**src/rtl/ex_result_buffer.sv**
```systemverilog
// ---------------------------------------------------------------------------
// ex_result_buffer
//   Two-entry elastic buffer between the ALU (execute) and the
//   memory/writeback stage. Each accepted instruction's ALU result,
//   destination and resolved branch decision are stored. The head entry is
//   presented downstream and is also forwarded back to operand selection.
//
//   Optional build macro: EX_RESULT_BUFFER_STATS_EN
//     When defined, a 16-bit saturating stall counter output is added.
//
// Ports
//   clk, rst           : clock (rising edge), async active-high reset
//   in_valid/in_ready  : upstream handshake
//   alu_result         : ALU output to store
//   comp_result        : comparison result, only bit 0 is used
//   rd_addr, wb_en     : destination register and write enable
//   is_branch          : instruction is a conditional branch
//   branch_target      : branch target address
//   flush              : discard all buffered and incoming entries
//   out_valid/out_ready: downstream handshake
//   out_result, out_rd_addr, out_wb_en, out_branch_taken, out_branch_target
//                      : head entry fields (zero when out_valid=0)
//   fwd_valid, fwd_rd_addr, fwd_result
//                      : head forwarding information
//   stall_count        : (stats build only) upstream stall cycles
// ---------------------------------------------------------------------------
module ex_result_buffer #(
  parameter int OPERAND_LENGTH = 32,
  parameter int REG_ADDR_WIDTH = 5
) (
  input  logic                      clk,
  input  logic                      rst,
  input  logic                      in_valid,
  output logic                      in_ready,
  input  logic [OPERAND_LENGTH-1:0] alu_result,
  input  logic [OPERAND_LENGTH-1:0] comp_result,
  input  logic [REG_ADDR_WIDTH-1:0] rd_addr,
  input  logic                      wb_en,
  input  logic                      is_branch,
  input  logic [OPERAND_LENGTH-1:0] branch_target,
  input  logic                      flush,
  output logic                      out_valid,
  input  logic                      out_ready,
  output logic [OPERAND_LENGTH-1:0] out_result,
  output logic [REG_ADDR_WIDTH-1:0] out_rd_addr,
  output logic                      out_wb_en,
  output logic                      out_branch_taken,
  output logic [OPERAND_LENGTH-1:0] out_branch_target,
  output logic                      fwd_valid,
  output logic [REG_ADDR_WIDTH-1:0] fwd_rd_addr,
  output logic [OPERAND_LENGTH-1:0] fwd_result
`ifdef EX_RESULT_BUFFER_STATS_EN
  ,
  output logic [15:0]               stall_count
`endif
);

  typedef enum logic [1:0] {
    EMPTY = 2'd0,
    ONE   = 2'd1,
    FULL  = 2'd2
  } state_e;

  state_e state_q, state_d;
  logic   head_q, head_d;
  logic   tail_q, tail_d;

  logic [OPERAND_LENGTH-1:0] result_q [2];
  logic [REG_ADDR_WIDTH-1:0] rd_q     [2];
  logic                      wen_q    [2];
  logic                      taken_q  [2];
  logic [OPERAND_LENGTH-1:0] target_q [2];

  logic push_s;
  logic pop_s;
  logic wen_s;
  logic taken_s;

  // Only bit 0 of the comparison result carries the branch decision.
  logic unused_comp_s;
  assign unused_comp_s = ^comp_result[OPERAND_LENGTH-1:1];

  // Readiness and validity depend only on registered state.
  assign in_ready  = (state_q != FULL);
  assign out_valid = (state_q == ONE) || (state_q == FULL);

  // Flush blocks both sides of the buffer in the same cycle.
  assign push_s = in_valid & in_ready & ~flush;
  assign pop_s  = out_valid & out_ready & ~flush;

  // x0 writes and branches never update the register file.
  assign wen_s   = wb_en & ~is_branch & (rd_addr != {REG_ADDR_WIDTH{1'b0}});
  assign taken_s = is_branch & comp_result[0];

  // State and pointer registers.
  always_ff @(posedge clk or posedge rst) begin
    if (rst) begin
      state_q <= EMPTY;
      head_q  <= 1'b0;
      tail_q  <= 1'b0;
    end else begin
      state_q <= state_d;
      head_q  <= head_d;
      tail_q  <= tail_d;
    end
  end

  // Next-state and pointer update logic.
  always_comb begin
    state_d = state_q;
    head_d  = head_q;
    tail_d  = tail_q;
    if (flush) begin
      state_d = EMPTY;
      head_d  = 1'b0;
      tail_d  = 1'b0;
    end else begin
      if (push_s) begin
        tail_d = ~tail_q;
      end else begin
        tail_d = tail_q;
      end
      if (pop_s) begin
        head_d = ~head_q;
      end else begin
        head_d = head_q;
      end
      case (state_q)
        EMPTY: begin
          if (push_s) begin
            state_d = ONE;
          end else begin
            state_d = EMPTY;
          end
        end
        ONE: begin
          if (push_s && !pop_s) begin
            state_d = FULL;
          end else if (pop_s && !push_s) begin
            state_d = EMPTY;
          end else begin
            state_d = ONE;
          end
        end
        FULL: begin
          if (pop_s) begin
            state_d = ONE;
          end else begin
            state_d = FULL;
          end
        end
        default: begin
          state_d = EMPTY;
          head_d  = 1'b0;
          tail_d  = 1'b0;
        end
      endcase
    end
  end

  // Entry storage, written at the tail pointer on each accepted push.
  always_ff @(posedge clk or posedge rst) begin
    if (rst) begin
      for (int i = 0; i < 2; i++) begin
        result_q[i] <= {OPERAND_LENGTH{1'b0}};
        rd_q[i]     <= {REG_ADDR_WIDTH{1'b0}};
        wen_q[i]    <= 1'b0;
        taken_q[i]  <= 1'b0;
        target_q[i] <= {OPERAND_LENGTH{1'b0}};
      end
    end else if (push_s) begin
      result_q[tail_q] <= alu_result;
      rd_q[tail_q]     <= rd_addr;
      wen_q[tail_q]    <= wen_s;
      taken_q[tail_q]  <= taken_s;
      target_q[tail_q] <= branch_target;
    end
  end

  // Head presentation; every field reads zero while the buffer is empty.
  always_comb begin
    out_result        = {OPERAND_LENGTH{1'b0}};
    out_rd_addr       = {REG_ADDR_WIDTH{1'b0}};
    out_wb_en         = 1'b0;
    out_branch_taken  = 1'b0;
    out_branch_target = {OPERAND_LENGTH{1'b0}};
    if (out_valid) begin
      out_result        = result_q[head_q];
      out_rd_addr       = rd_q[head_q];
      out_wb_en         = wen_q[head_q];
      out_branch_taken  = taken_q[head_q];
      out_branch_target = target_q[head_q];
    end else begin
      out_result        = {OPERAND_LENGTH{1'b0}};
      out_rd_addr       = {REG_ADDR_WIDTH{1'b0}};
      out_wb_en         = 1'b0;
      out_branch_taken  = 1'b0;
      out_branch_target = {OPERAND_LENGTH{1'b0}};
    end
  end

  assign fwd_valid   = out_wb_en;
  assign fwd_rd_addr = out_rd_addr;
  assign fwd_result  = out_result;

`ifdef EX_RESULT_BUFFER_STATS_EN
  logic [15:0] stall_cnt_q, stall_cnt_d;

  // Saturating count of cycles where upstream offers but cannot be accepted.
  always_comb begin
    stall_cnt_d = stall_cnt_q;
    if (in_valid && !in_ready && (stall_cnt_q != 16'hFFFF)) begin
      stall_cnt_d = stall_cnt_q + 16'd1;
    end else begin
      stall_cnt_d = stall_cnt_q;
    end
  end

  // Stall counter register; only reset clears it, flush does not.
  always_ff @(posedge clk or posedge rst) begin
    if (rst) begin
      stall_cnt_q <= 16'd0;
    end else begin
      stall_cnt_q <= stall_cnt_d;
    end
  end

  assign stall_count = stall_cnt_q;
`endif

endmodule

```
**config.mk**
```make
export PLATFORM = sky130hd
export DESIGN_NAME = ex_result_buffer
export DESIGN_NICKNAME = d
export VERILOG_FILES = /design/src/rtl/ex_result_buffer.sv
export SDC_FILE = /design/constraint.sdc
export NUM_CORES = 1
export LEC_CHECK = 0
export CORE_ASPECT_RATIO = 0.5
export CORE_MARGIN = 1
export CORE_UTILIZATION = 52
export CTS_BUF_LIST = sky130_fd_sc_hd__clkbuf_16
export CTS_CLUSTER_SIZE = 20
export DETAILED_ROUTE_END_ITERATION = 7
export GPL_TIMING_DRIVEN = 1
export MAX_ROUTING_LAYER = met4
export PLACE_DENSITY = 0.93
export SYNTH_ARGS = -nofsm -noshare
export SYNTH_HDL_FRONTEND = slang
export SYNTH_SLANG_ARGS = --single-unit
```
**constraint.sdc**
```tcl
create_clock -name clk -period 8 [get_ports clk]
set_clock_uncertainty 0.05 [all_clocks]
set_input_delay 0.8 -clock clk [delete_from_list [all_inputs] [get_ports clk]]
set_output_delay 0.8 -clock clk [all_outputs]
set_load 0.01 [all_outputs]
```
### Word level (Yosys, flattened, before mapping)

Cells that the tools add are included.

* flip-flop bits (word level): 146
* bits of input ports: 108
* output and inout bits: 111
* word-level logic and storage cells: 86

* $lt $le $gt $ge: 3
* equal/unequal tests: 5
* muxes and demuxes: 43
* bitwise operators: 13
* reductions and logical operators: 9

Operators by type and width (count)
* 2-to-1 mux 32 bit: 9
* bitwise mux 64 bit: 2
* demux 32 bit (select 1 bit): 1
* 2-to-1 mux 5 bit: 5
* 2-to-1 mux 1 bit: 17
* bitwise mux 10 bit: 1
* bitwise AND 1 bit: 7
* 2-to-1 mux 2 bit: 3
* != test 3 x 1 -> 1 bit, second input constant: 2
* one-hot mux 2 bit (3 select lines): 1
* demux 5 bit (select 1 bit): 1
* nonzero test 5 bit: 1
* bitwise mux 2 bit: 2
* >= comparator 2 bit, second input constant: 2
* NOT 1 bit: 4
* NOT 1 -> 2 bit: 2
* logical AND 1 bit: 3
* OR reduction 3 bit: 1
* == test 2 x 1 -> 1 bit, second input constant: 1
* == test 2 bit, second input constant: 1
* zero test 1 bit: 2
* zero test 2 bit: 1
* less-than comparator 2 x 1 -> 1 bit, second input constant: 1
* != test 2 bit, second input constant: 1
* 2 further kinds: 2

### Depth between registers and ports, before layout

Gate-level depths: netlist of the first run.

* depth after elaboration: 9
* mapped depth: 7
* gate-level depth less buffers: 5

### Worst setup path before layout of the first run

No wires, ideal clock.

* path type: register -> output
* start: register state_q[0]
* end: output out_rd_addr[0]
* data arrival time: 1.679 ns
* required time: 7.150 ns
* slack: 5.471 ns
* cell stages (with the launch flop): 7
* buffers on the path: 3
* path through: dfrtp_1 inv_1 ha_1 clkbuf_1 clkbuf_1 nor2b_1 buf_4

* cells in the longest elaborated chain, start to end: 3
* elaborated cells between the ends (all ways): 4
* classes of those cells: 2 x eq/ne; 1 x mux; 1 x reduce/logical

Ends and longest elaborated chain
* start, declared: RTL line 64 `state_e state_q, state_d;`
* start signal, assigned: RTL line 102 `state_q <= state_d;`
* == test 2 x 1 -> 1 bit / == test 2 bit (equally long branches): RTL line 85 `assign out_valid = (state_q == ONE) || (state_q == FULL);`
* logical OR 1 bit *: RTL line 85
* via out_valid: RTL line 42 `output logic out_valid,`
* 2-to-1 mux 5 bit *: RTL line 187 `if (out_valid) begin`
* end, declared: RTL line 45 `output logic [REG_ADDR_WIDTH-1:0] out_rd_addr,`

The timed path passes the listed nets; every way through them passes the cells marked *.

### Worst setup path after layout of the first run

* start: register head_q
* end: output out_branch_target[13]

* cells in the longest elaborated chain, start to end: 5

Ends and longest elaborated chain
* start, declared: RTL line 65 `logic head_q, head_d;`
* start signal, assigned: RTL line 99 `head_q <= 1'b0;`
* start signal, assigned: RTL line 103 `head_q <= head_d;`
* NOT 1 -> 2 bit (implied by the code): RTL line 192 `out_branch_target = target_q[head_q];`
* 2-to-1 mux 32 bit (implied by the code) (3 in series): RTL line 192
* 2-to-1 mux 32 bit: RTL line 187
* end, declared: RTL line 48 `output logic [OPERAND_LENGTH-1:0] out_branch_target,`

Every way passes these cells. The select of a mux whose other input is x is not followed.

==> impl_metrics.json, run 1 <==
{
  "status": "complete, no violations",
  "synthAdderAreaFrac": 0.00678,
  "cp_data_required_time_ps": 7150,
  "antenna_found_initial": 0,
  "hold_path.startpoint": "taken_q[0]$_DFFE_PP0P_",
  "multiInputGateArea_um2": 3200,
  "cp_max_fo": 40,
  "place_area_um2": 9020,
  "setup_viol": 0,
  "grt_use_total": 0.230,
  "power_switching_uw": 800,
  "dp.final_hpwl_mm": 10.1,
  "synth_nets": 643,
  "n_fill_cell": 947,
  "area_growth_pct": 30.2,
  "grt_max_degree": 77,
  "final_hold_viol_count": 0,
  "slowest_stage": "dfrtp_4",
  "grt_pass1_wl_mm": 25.3,
  "fin_crit_ps": 3810,
  "io_buffer_count": 187,
  "synth_top_family_by_area": "multiplexers",
  "cp-end-kind": "output pin",
  "cts.path.max_buffers": 2,
  "synth_xor_area_frac": 0.00237,
  "firstDrtPassIters": 5,
  "max_stage_delay_ps": 820,
  "syn_area_per_cell_um2": 13.9,
  "start_util": 0.539,
  "synth_area_um2": 7380,
  "drive_above_1_share": 0.261,
  "fin_nets": 784,
  "htree_levels": 4,
  "power.density_nw_per_um2": 292,
  "clock_sinks": 146,
  "cap_violations": 0,
  "worstPathCellList": "buf_4 -> mux2i_1 -> nor2b_1 -> clkdlybuf4s50_1",
  "min_to": "taken_q[0]$_DFFE_PP0P_",
  "pre_cts_ws_ps": 4590,
  "synth_edf_count": 0,
  "slew_violations": 0,
  "synth-seq-cells": 146,
  "reg2reg_slack_ps": 5330,
  "cts_resized": 0,
  "ys_types": 27,
  "cp_data_arrival_time_ps": 2960,
  "combinationalPowerShare": 0.316,
  "cts_tree": "built",
  "hold_class": "reg2reg",
  "hold_depth": 2,
  "ctsHoldBuffers": 0,
  "antenna_left": 0,
  "r2r_start": "state_q[0]$_DFF_PP0_",
  "root_buffer": "clkbuf_16",
  "insertion_delay_ps": 400,
  "floorplan.die_area_um2": 14700,
  "worst_pin_slew_ps": 991,
  "seqCellArea_um2": 3660,
  "post-route-util": 0.701,
  "rows": 30,
  "rr_endpoint": "result_q[60]$_DFFE_PP0P_",
  "pwr-share-seq": 0.403,
  "ir_drop_v": 0.000124,
  "grt_pass1_vias": 4881,
  "post-cts-setup-buffers": 0,
  "power_leakage_nw": 4.08,
  "path_clk_slew_ps": 60,
  "swShare": 0.285,
  "drcViolationCount": 0,
  "synthSimpleGateAreaFrac": 0.0714,
  "gr-total-overflow": 0,
  "wl_per_cell_um": 18.1,
  "tns_ps": 0,
  "total_power_mw": 2.81,
  "synth_compound_area_frac": 0.00916,
  "synth_seq_area_share": 0.495,
  "p_int_mw": 2.01,
  "critical_path_class": "reg2out",
  "power.share.clock": 0.281,
  "synth-warning-count": 0,
  "fin_ws_ps": 4190,
  "slew_headroom": 0.340,
  "vias": 4538,
  "ys.flop_type": "dfrtp_1",
  "cp-start-kind": "flop",
  "via_per_inst": 5.17,
  "ys_async_sr_fraction": 1.00,
  "core_um2": 13700,
  "syn_inst": 531,
  "rsz0062_at_grt": "no",
  "synth_mux_area_frac": 0.341,
  "totalWireLength_mm": 15.8,
  "min_period_over_period": 0.476,
  "die_w_um": 170,
  "first_iter_violations": 223,
  "gp_congestion": 0.733,
  "reg2reg_depth": 5,
  "die_h_um": 86.2,
  "numCtsBuffers": 17,
  "num_antenna_cells": 0,
  "io_pins": 219,
  "final_cell_area_um2": 9610,
  "max_freq_mhz": 262
}
layout by cell type, fill, tap and decap left out, drive strengths merged, types with 2 or more instances in the layout:
cell type / Yosys / final
buf: 60 / 5
bufinv: 0 / 2
clkbuf: 10 / 17
clkdlybuf4s50: 0 / 187
clkinv: 0 / 8
clkinvlp: 0 / 2
dfrtp: 146 / 146
ha: 4 / 4
inv: 4 / 7
mux2: 138 / 138
mux2i: 71 / 71
nand2: 6 / 6
nor2b: 72 / 72
nor3: 2 / 2
o21ai: 5 / 5
xor2: 2 / 2
cell families after synthesis:
kind of cell	Yosys count
mux	209
flops	146
simple gates	85
buf+inv	74
compound gates	11
fa+ha+maj	4
xor+xnor	2
how the worst max path moves through the flow:
stage	startpoint	to	slack, ps
finish	head_q$_DFFE_PP0P_	out_branch_target[13]	4190
global route	state_q[0]$_DFF_PP0_	fwd_result[22]	4050
CTS	state_q[0]$_DFF_PP0_	out_result[30]	4160
detailed placement	head_q$_DFFE_PP0P_	fwd_rd_addr[4]	4590
global placement	head_q$_DFFE_PP0P_	out_rd_addr[4]	4630
floorplan	rst	head_q$_DFFE_PP0P_	3230
metal layers:
metal	global-route usage	up-vias	wire length (um)
li1	-	2077	-
met5	-	-	0
met1	0.273	2370	6920
met2	0.414	77	8400
met4	0.0631	0	167
met3	0.0333	14	339
power groups by stage:
stage	sequential (mW)	clock [mW]	combinational [mW]
2_1_floorplan	1.08	0	0.627
3_3_place_gp	1.11	0	0.859
3_5_place_dp	1.13	0	0.891
4_1_cts	1.13	0.797	0.897
5_1_grt	1.16	0.835	0.949
6_report	1.13	0.788	0.886
Yosys cell counts (4+ instances only):
cell | n | area share
buf_12 | 6 | 0.016
buf_2 | 14 | 0.0095
buf_4 | 38 | 0.039
clkbuf_1 | 10 | 0.0051
dfrtp_1 | 146 | 0.50
ha_1 | 4 | 0.0068
inv_1 | 4 | 0.0020
mux2_2 | 72 | 0.11
mux2_4 | 66 | 0.13
mux2i_1 | 71 | 0.096
nand2_1 | 6 | 0.0031
nor2b_1 | 72 | 0.061
o21ai_0 | 5 | 0.0034
layout make-up:
class	count	share of cell area
Multi-Input combinational cell	311	0.333
Sequential cell	146	0.381
Inverter	4	0.00208
Clock inverter	15	0.0165
Clock buffer	17	0.0443
Timing Repair Buffer	192	0.199
Tap cell	192	0.0250
metrics by stage:
stage / hold slack [ps] / std cells
3_3_place_gp: 414 / 845
2_1_floorplan: 399 / 531
6_report: 434 / 877
3_5_place_dp: 420 / 845
4_1_cts: 433 / 877
5_1_grt: 458 / 877
worst max-delay path: cells and delay by family (launching register included):
family / cells / cell delay (ps)
mux: 1 / 200
buf+inv: 2 / 1290
simple gates: 1 / 210
flops: 1 / 820
flip-flops by register name (all words and copies together) (netlist names):
signal / flops
head_q: 1
rd_q: 10
result_q: 64
state_q: 2
tail_q: 1
taken_q: 2
target_q: 64
wen_q: 2
Power figures use the tool's default switching activity.
==> inputs of run 2 (changes only) <==
--- a/config.mk
+++ b/config.mk
@@ -7,13 +7,13 @@
 export LEC_CHECK = 0
 export CORE_ASPECT_RATIO = 0.5
 export CORE_MARGIN = 1
-export CORE_UTILIZATION = 52
+export CORE_UTILIZATION = 48
 export CTS_BUF_LIST = sky130_fd_sc_hd__clkbuf_16
 export CTS_CLUSTER_SIZE = 20
 export DETAILED_ROUTE_END_ITERATION = 7
 export GPL_TIMING_DRIVEN = 1
 export MAX_ROUTING_LAYER = met4
-export PLACE_DENSITY = 0.93
+export PLACE_DENSITY = 0.87
 export SYNTH_ARGS = -nofsm -noshare
 export SYNTH_HDL_FRONTEND = slang
 export SYNTH_SLANG_ARGS = --single-unit
==> constraint.sdc (replaced) <==
create_clock -name clk -period 3.9 [get_ports clk]
set_clock_uncertainty 0.05 [all_clocks]
set_input_delay 0.39 -clock clk [delete_from_list [all_inputs] [get_ports clk]]
set_output_delay 0.39 -clock clk [all_outputs]
set_load 0.01 [all_outputs]
==> run 2 against run 1 <==
Total power grew 100%. Sequential power grew 110%. Utilization shrank 4.4 points. Final area grew 0.83%. Sequential cell count is the same. Combinational power grew 100%. Wire length shrank 1.4%. Critical path depth grew 1. Highest routed layer unchanged.
==> impl_metrics.json, run 2 (synthesis gave the netlist of run 1 again) <==
{
  "firstDrtPassIters": 4,
  "dp.final_hpwl_mm": 10.3,
  "power_switching_mw": 1.62,
  "hold_class": "reg2reg",
  "ctsHoldBuffers": 0,
  "layout_common_cells": "clkdlybuf4s50_1 (187), dfrtp_1 (145), mux2_2 (72), nor2b_1 (72), mux2i_1 (71)",
  "tns_ps": 0,
  "worst_pin_slew_ps": 876,
  "final_cells": 888,
  "fin_ws_ps": 623,
  "power_leakage_nw": 4.12,
  "antenna_found_initial": 0,
  "grt_use_total": 0.205,
  "clock_sinks": 146,
  "status": "complete, no violations",
  "numCtsBuffers": 17,
  "fin_crit_ps": 3280,
  "rows": 31,
  "start_util": 0.501,
  "slew_violations": 0,
  "antenna_left": 0,
  "drive_above_1_share": 0.264,
  "setup_viol": 0,
  "grt_max_degree": 46,
  "htree_levels": 4,
  "insertion_delay_ps": 400,
  "p_int_mw": 4.13,
  "combinationalPowerShare": 0.316,
  "power.density_nw_per_um2": 593,
  "min_period_over_period": 0.840,
  "cp_max_fo": 39,
  "post-cts-setup-buffers": 0,
  "slew_headroom": 0.415,
  "reg_top3": "result_q (64), target_q (64), rd_q (10)",
  "io_buffer_count": 187,
  "critical_path_class": "reg2out",
  "cts_tree": "built",
  "dp_cells": 856,
  "via_per_inst": 5.08,
  "cap_violations": 0,
  "core_um2": 14700,
  "total_power_mw": 5.75,
  "area_growth_pct": 31.3,
  "cts.path.max_buffers": 2,
  "layout_commonest_cell": "clkdlybuf4s50_1",
  "cp-end-kind": "output pin",
  "drcViolationCount": 0,
  "ir_drop_v": 0.000335,
  "wl_per_cell_um": 17.6,
  "io_pins": 219,
  "totalWireLength_mm": 15.6,
  "root_buffer": "clkbuf_16",
  "pwr-share-seq": 0.404,
  "cp-start-kind": "flop",
  "swShare": 0.282,
  "die_h_um": 89.7,
  "timing.hold.ws_ps": 428,
  "gr-total-overflow": 0,
  "cp_data_arrival_time_ps": 2840,
  "cts_resized": 0,
  "fin_nets": 789,
  "cp_data_required_time_ps": 3460,
  "floorplan.die_area_um2": 15900,
  "max_freq_mhz": 305,
  "rsz0062_at_grt": "no",
  "power.share.clock": 0.281,
  "final_hold_viol_count": 0,
  "num_antenna_cells": 0,
  "vias": 4511,
  "gp_congestion": 0.753,
  "first_iter_violations": 135,
  "path_clk_slew_ps": 60,
  "grt_pass1_wl_mm": 24.1,
  "n_fill_cell": 1088,
  "die_w_um": 177,
  "pre_cts_ws_ps": 1030,
  "grt_pass1_vias": 4704
}
==> run 2: cell types whose count changed in the layout (fill, tap and decap cells not counted) <==
cell | previous run | this run
buf_12 | 0 | 3
buf_4 | 5 | 7
clkinv_1 | 1 | 3
clkinv_2 | 2 | 0
clkinv_4 | 5 | 4
inv_6 | 4 | 5
==> run 2: path summary, 6_finish.rpt <==
check | slack [ps] | depth (start not counted) | end | start
worst max-delay path | 620 | 5 | out_wb_en | state_q[0]$_DFF_PP0_
worst min-delay path | 430 | 2 | taken_q[1]$_DFFE_PP0P_ | taken_q[1]$_DFFE_PP0P_
worst max register to register | 1340 | 5 | rd_q[2]$_DFFE_PP0P_ | state_q[0]$_DFF_PP0_
worst min register to register | 430 | 2 | taken_q[1]$_DFFE_PP0P_ | taken_q[1]$_DFFE_PP0P_
max in group asynchronous | 2430 | 3 | target_q[52]$_DFFE_PP0P_ | rst
min in group asynchronous | 450 | 2 | result_q[58]$_DFFE_PP0P_ | rst
==> run 2: area by class of cell <==
| class | instances | area (um^2) | share of cell area |
|---|---|---|---|
| Clock buffer | 17 | 425 | 0.0439 |
| Clock inverter | 15 | 158 | 0.0163 |
| Inverter | 4 | 18.8 | 0.00194 |
| Multi-Input combinational cell | 311 | 3200 | 0.330 |
| Sequential cell | 146 | 3660 | 0.378 |
| Tap cell | 198 | 248 | 0.0256 |
| Timing Repair Buffer | 197 | 1980 | 0.205 |
==> run 2: power groups by stage <==
stage / Sequential, mW / Combinational, mW / Clock [mW]
after floorplan: 2.22 / 1.29 / 0
after global placement: 2.29 / 1.77 / 0
after detailed placement: 2.33 / 1.83 / 0
after CTS: 2.31 / 1.84 / 1.65
after global routing: 2.37 / 1.95 / 1.72
final: 2.32 / 1.81 / 1.61
==> run 2: per-stage QoR <==
stage           util  area [um^2]
6_report       0.657         9690
3_3_place_gp   0.618         9100
5_1_grt        0.657         9690
4_1_cts        0.657         9690
2_1_floorplan      -         7380
3_5_place_dp   0.618         9100
==> run 2: worst max-delay path: stages, from the launching register on <==
cell and delay [ps]:
dfrtp_1 380, inv_1 80, ha_2 780, buf_4 340
nor2b_1 260, clkdlybuf4s50_1 590
==> run 2: metal layers <==
layer  GRT usage  share of wire  vias up
li1            -              -     2092
met3      0.0370          0.024       20
met1       0.240           0.44     2318
met4      0.0785          0.019        0
met2       0.358           0.52       81
met5           -              0        -
==> patch 1 (flow settings as in run 1) <==
Re-encode `state_e` (3 states) as one-hot, 3 bits wide.
--- a/src/rtl/ex_result_buffer.sv
+++ b/src/rtl/ex_result_buffer.sv
@@ -55,10 +55,10 @@
 `endif
 );
 
-  typedef enum logic [1:0] {
-    EMPTY = 2'd0,
-    ONE   = 2'd1,
-    FULL  = 2'd2
+  typedef enum logic [2:0] {
+    EMPTY = 3'b001,
+    ONE   = 3'b010,
+    FULL  = 3'b100
   } state_e;
 
   state_e state_q, state_d;
Formal check against the unedited RTL: no difference found for any inputs over 4 cycles, from zero or initial values and one cycle with rst high; so few cycles prove little.
==> patch 1 against run 1 <==
- synthesized cell count grew 1.1%
- area after synthesis shrank 2.3%
- setup slack lost 42 ps
- critical path type unchanged
- cell area shrank 1.4%
- final cell count grew 0.11%
- sequential cell count grew 1
- register-to-register slack lost 140 ps
- routed wire length shrank 2.4%
Power is not compared: it rests on default switching activity, and its combinational part moved more than twofold at a synthesized area within 25%.
==> patch 1: results (changes against run 1) <==
outcome: "finished clean"
clkSlewWorstSetupHoldPaths_ps: 60  # about the same
yosys.area_share.xor_xnor_pct: 0.3646  # +0.13 points
wl_met1_um: 6718  # -3.0%
drive_above_1_share_pct: 25.87  # -0.26 points
gp_congestion: 0.7488  # +2.1%
drtIter0Drc: 171  # -23%
gr-usage-all-layers_pct: 22.76  # -0.23 points
place_area_um2: 8886  # -1.5%
grt_pass1_vias: 4932  # +1.0%
grt_pass1_wl_um: 24910  # -1.5%
nets: 787  # +0.38%
synth_compound_area_share_pct: 0.9201  # +0.0044 points
grt_start_max_net_pins: 87  # +13%
final_cells: 878  # +0.11%
synth_seq_area_share_pct: 51.06  # +1.5 points
met2_usage_pct: 40.25  # -1.1 points
wl_met3_um: 368  # +8.6%
grt_util_met3_pct: 3.358  # +0.025 points
synth_common_cells: "dfrtp_1, nor2_1, mux2i_1, mux2_2, mux2_4"
synthTopCellsByArea: "dfrtp_1, mux2_4, mux2_2"
grt_use_met1_pct: 27.62  # +0.35 points
drt_wl_total_um: 15450  # -2.4%
dp_hpwl_um: 9999  # -1.2%
crit_path_max_fanout: 37  # -7.5%
wl_met2_um: 8238  # -1.9%
placed_cells: 846  # +0.12%
synthMuxAreaShare_pct: 35.05  # +1.0 points
synth_adder_area_share_pct: 0  # -0.68 points
syn_inst: 537  # +1.1%
num-fill-cells: 853  # -9.9%
first_pass_iters: 4  # -1
dp_slack_ps: 4495  # -99.87 ps
-- patch 1: final cells by class --
cell class                      count  area [um2]  area share (%)
Sequential cell                   147        3684           38.86
Clock buffer                       17       425.4           4.488
Clock inverter                     15       166.4           1.756
Multi-Input combinational cell    315        3029           31.96
Tap cell                          186       232.7           2.455
Inverter                            5       23.77          0.2508
Timing Repair Buffer              193        1917           20.22
-- patch 1: final timing paths --
check | from | cells past startpoint | to | slack, ps
max in group asynchronous | rst | 3 | result_q[31]$_DFFE_PP0P_ | 5710
min | wen_q[0]$_DFFE_PP0P_ | 2 | wen_q[0]$_DFFE_PP0P_ | 440
min reg2reg | wen_q[0]$_DFFE_PP0P_ | 2 | wen_q[0]$_DFFE_PP0P_ | 440
max reg2reg | state_q[0]$_DFF_PP1_ | 4 | result_q[61]$_DFFE_PP0P_ | 5190
min in group asynchronous | rst | 2 | target_q[26]$_DFFE_PP0P_ | 890
max | state_q[1]$_DFF_PP0_ | 5 | out_wb_en | 4150
==> patch 2 (flow settings as in run 1) <==
Made on the original files. The option `EX_RESULT_BUFFER_STATS_EN` is turned on by a define.
--- a/src/rtl/ex_result_buffer.sv
+++ b/src/rtl/ex_result_buffer.sv
@@ -24,6 +24,8 @@
 //                      : head forwarding information
 //   stall_count        : (stats build only) upstream stall cycles
 // ---------------------------------------------------------------------------
+`define EX_RESULT_BUFFER_STATS_EN
+
 module ex_result_buffer #(
   parameter int OPERAND_LENGTH = 32,
   parameter int REG_ADDR_WIDTH = 5
Function (old outputs only; new: stall_count): kept (equiv_simple and equiv_induct, registers matched by name and starting in step).
==> patch 2 against run 1 <==
- largest cell class unchanged
- total power decreased by 11%
- setup slack got worse by 23 ps
- routed wire length increased by 16%
- die area increased by 8.6%
- sequential cell count increased by 16
- area after synthesis increased by 8.7%
- via count increased by 28%
- cell area increased by 7.8%
==> patch 2: results (changes against run 1) <==
first_pass_iters: 4  # -1
worst_slew_pin_slew_ps: 976.4  # -14.13 ps
dp_slack_ps: 4599  # +4.420 ps
cp_slowest_cell: "buf_4"
grt_pass1_wl_um: 30050  # +19%
grt_use_met1_pct: 29.92  # +2.6 points
r2r_end: "rd_q[0]$_DFFE_PP0P_"
dp_hpwl_um: 11880  # +17%
avgRoutedWirePerCell_um: 16.51  # -8.5%
hold-path-cell-count: 2  # unchanged
whs_ps: 422.2  # -12.24 ps
synth.most_common_cell: "nand2_1"
grt_pass1_vias: 5947  # +22%
ir_drop_v: 0.0001442  # +16%
drt_wl_total_um: 18380  # +16%
outcome: "finished clean"
min_to: "target_q[41]$_DFFE_PP0P_"
nets: 1014  # +29%
synthMuxAreaShare_pct: 18.95  # -15 points
synth_adder_area_share_pct: 0.7798  # +0.10 points
crit_path_max_fanout: 53  # +33%
syn_nets: 864  # +34%
routed-via-count: 5796  # +28%
gr-usage-all-layers_pct: 24.59  # +1.6 points
switching_share_pct: 29.61  # +1.1 points
gp_congestion: 0.8007  # +9.2%
synth_compound_area_share_pct: 1.450  # +0.53 points
p_leak_nw: 4.441  # +8.8%
drive_above_1_share_pct: 8.425  # -18 points
synthTopCellsByArea: "dfrtp_1, nand2_1, mux2i_1"
placed_cells: 1080  # +28%
synth_flop_cell: "dfrtp_1"
synth_seq_area_share_pct: 50.53  # +1.0 points
syn_avg_cell_area_um2: 10.68  # -23%
min_from: "target_q[41]$_DFFE_PP0P_"
grt_start_max_net_pins: 92  # +19%
cts_buffer_depth: 2  # unchanged
yosys.area_share.xor_xnor_pct: 1.528  # +1.3 points
cp.arrival_ps: 2980  # +20 ps
num-fill-cells: 1059  # +12%
io_buffer_count: 203  # +8.6%
met2_usage_pct: 42.29  # +0.93 points
rr_worst_depth: 6  # +1
antenna_found_initial: 1  # +1
synth_common_cells: "nand2_1, dfrtp_1, mux2i_1, nor2b_1, mux2_1"
slowest_delay_ps: 850  # +30 ps
synth_cell_types: 43  # +59%
patch 2: cell types whose count changed after synthesis, moves of 7 or more:
cell | before | now
nand2_1 | 6 | 214
mux2_1 | 0 | 45
buf_6 | 2 | 16
xnor2_1 | 0 | 8
nand3_1 | 0 | 7
mux2_4 | 66 | 0
dfrtp_1 | 146 | 162
mux2_2 | 72 | 26
patch 2: worst max path at each step:
stage / from / endpoint / slack [ps]
final: head_q$_DFFE_PP0P_ / out_rd_addr[0] / 4170
after floorplan: rst / head_q$_DFFE_PP0P_ / 2770
after detailed placement: head_q$_DFFE_PP0P_ / fwd_rd_addr[0] / 4600
after global placement: head_q$_DFFE_PP0P_ / fwd_valid / 4640
after CTS: head_q$_DFFE_PP0P_ / fwd_rd_addr[0] / 4150
after global routing: head_q$_DFFE_PP0P_ / out_rd_addr[0] / 4030
patch 2: per-stage QoR:
| step | total power (W) | cell area (um2) |
|---|---|---|
| 6_report | 0.002511 | 10350 |
| 5_1_grt | 0.002652 | 10350 |
| 3_3_place_gp | 0.001714 | 9796 |
| 3_5_place_dp | 0.001767 | 9796 |
| 2_1_floorplan | 0.001533 | 8023 |
| 4_1_cts | 0.002533 | 10350 |
patch 2: area by class of cell:
type	count	area (um2)	share of cell area (%)
clock inverters	15	131.4	1.269
inverters	6	27.53	0.2658
repair buffers	209	2077	20.06
multi-input cells	505	3386	32.70
flip-flops and latches	162	4058	39.19
well taps	198	247.7	2.392
diodes	1	2.502	0.02417
clock buffers	17	425.4	4.108
patch 2: cells by family (layout without fill, tap and decap cells):
logic type	after synthesis	count (layout)
other cells	0	1
simple gates	328	328
xor+xnor	14	14
flops	162	162
compound gates	15	15
fa+ha+maj	5	5
buf+inv	84	247
mux	143	143
patch 2: tightest hold or removal path, cell delays in order, from the launching register on:
cell and delay [ps]:
dfrtp_1 340, nand2_1 50, nand2_1 50
patch 2: power groups by stage:
stage	Clock (W)	Combinational, W	Sequential (W)
floorplan	0	0.000398	0.00113
global placement	0	0.000563	0.00115
detailed placement	0	0.000593	0.00117
CTS	0.000778	0.000597	0.00116
global route	0.000817	0.000648	0.00119
finish	0.000762	0.000587	0.00116
patch 2: layer usage:
metal | vias up | routed length, um | share of wire, %
li1 | 2734 | - | -
met1 | 2906 | 8011 | 44
met2 | 132 | 9576 | 52
met3 | 24 | 456 | 2.5
met4 | 0 | 337 | 1.8
met5 | - | 0 | 0
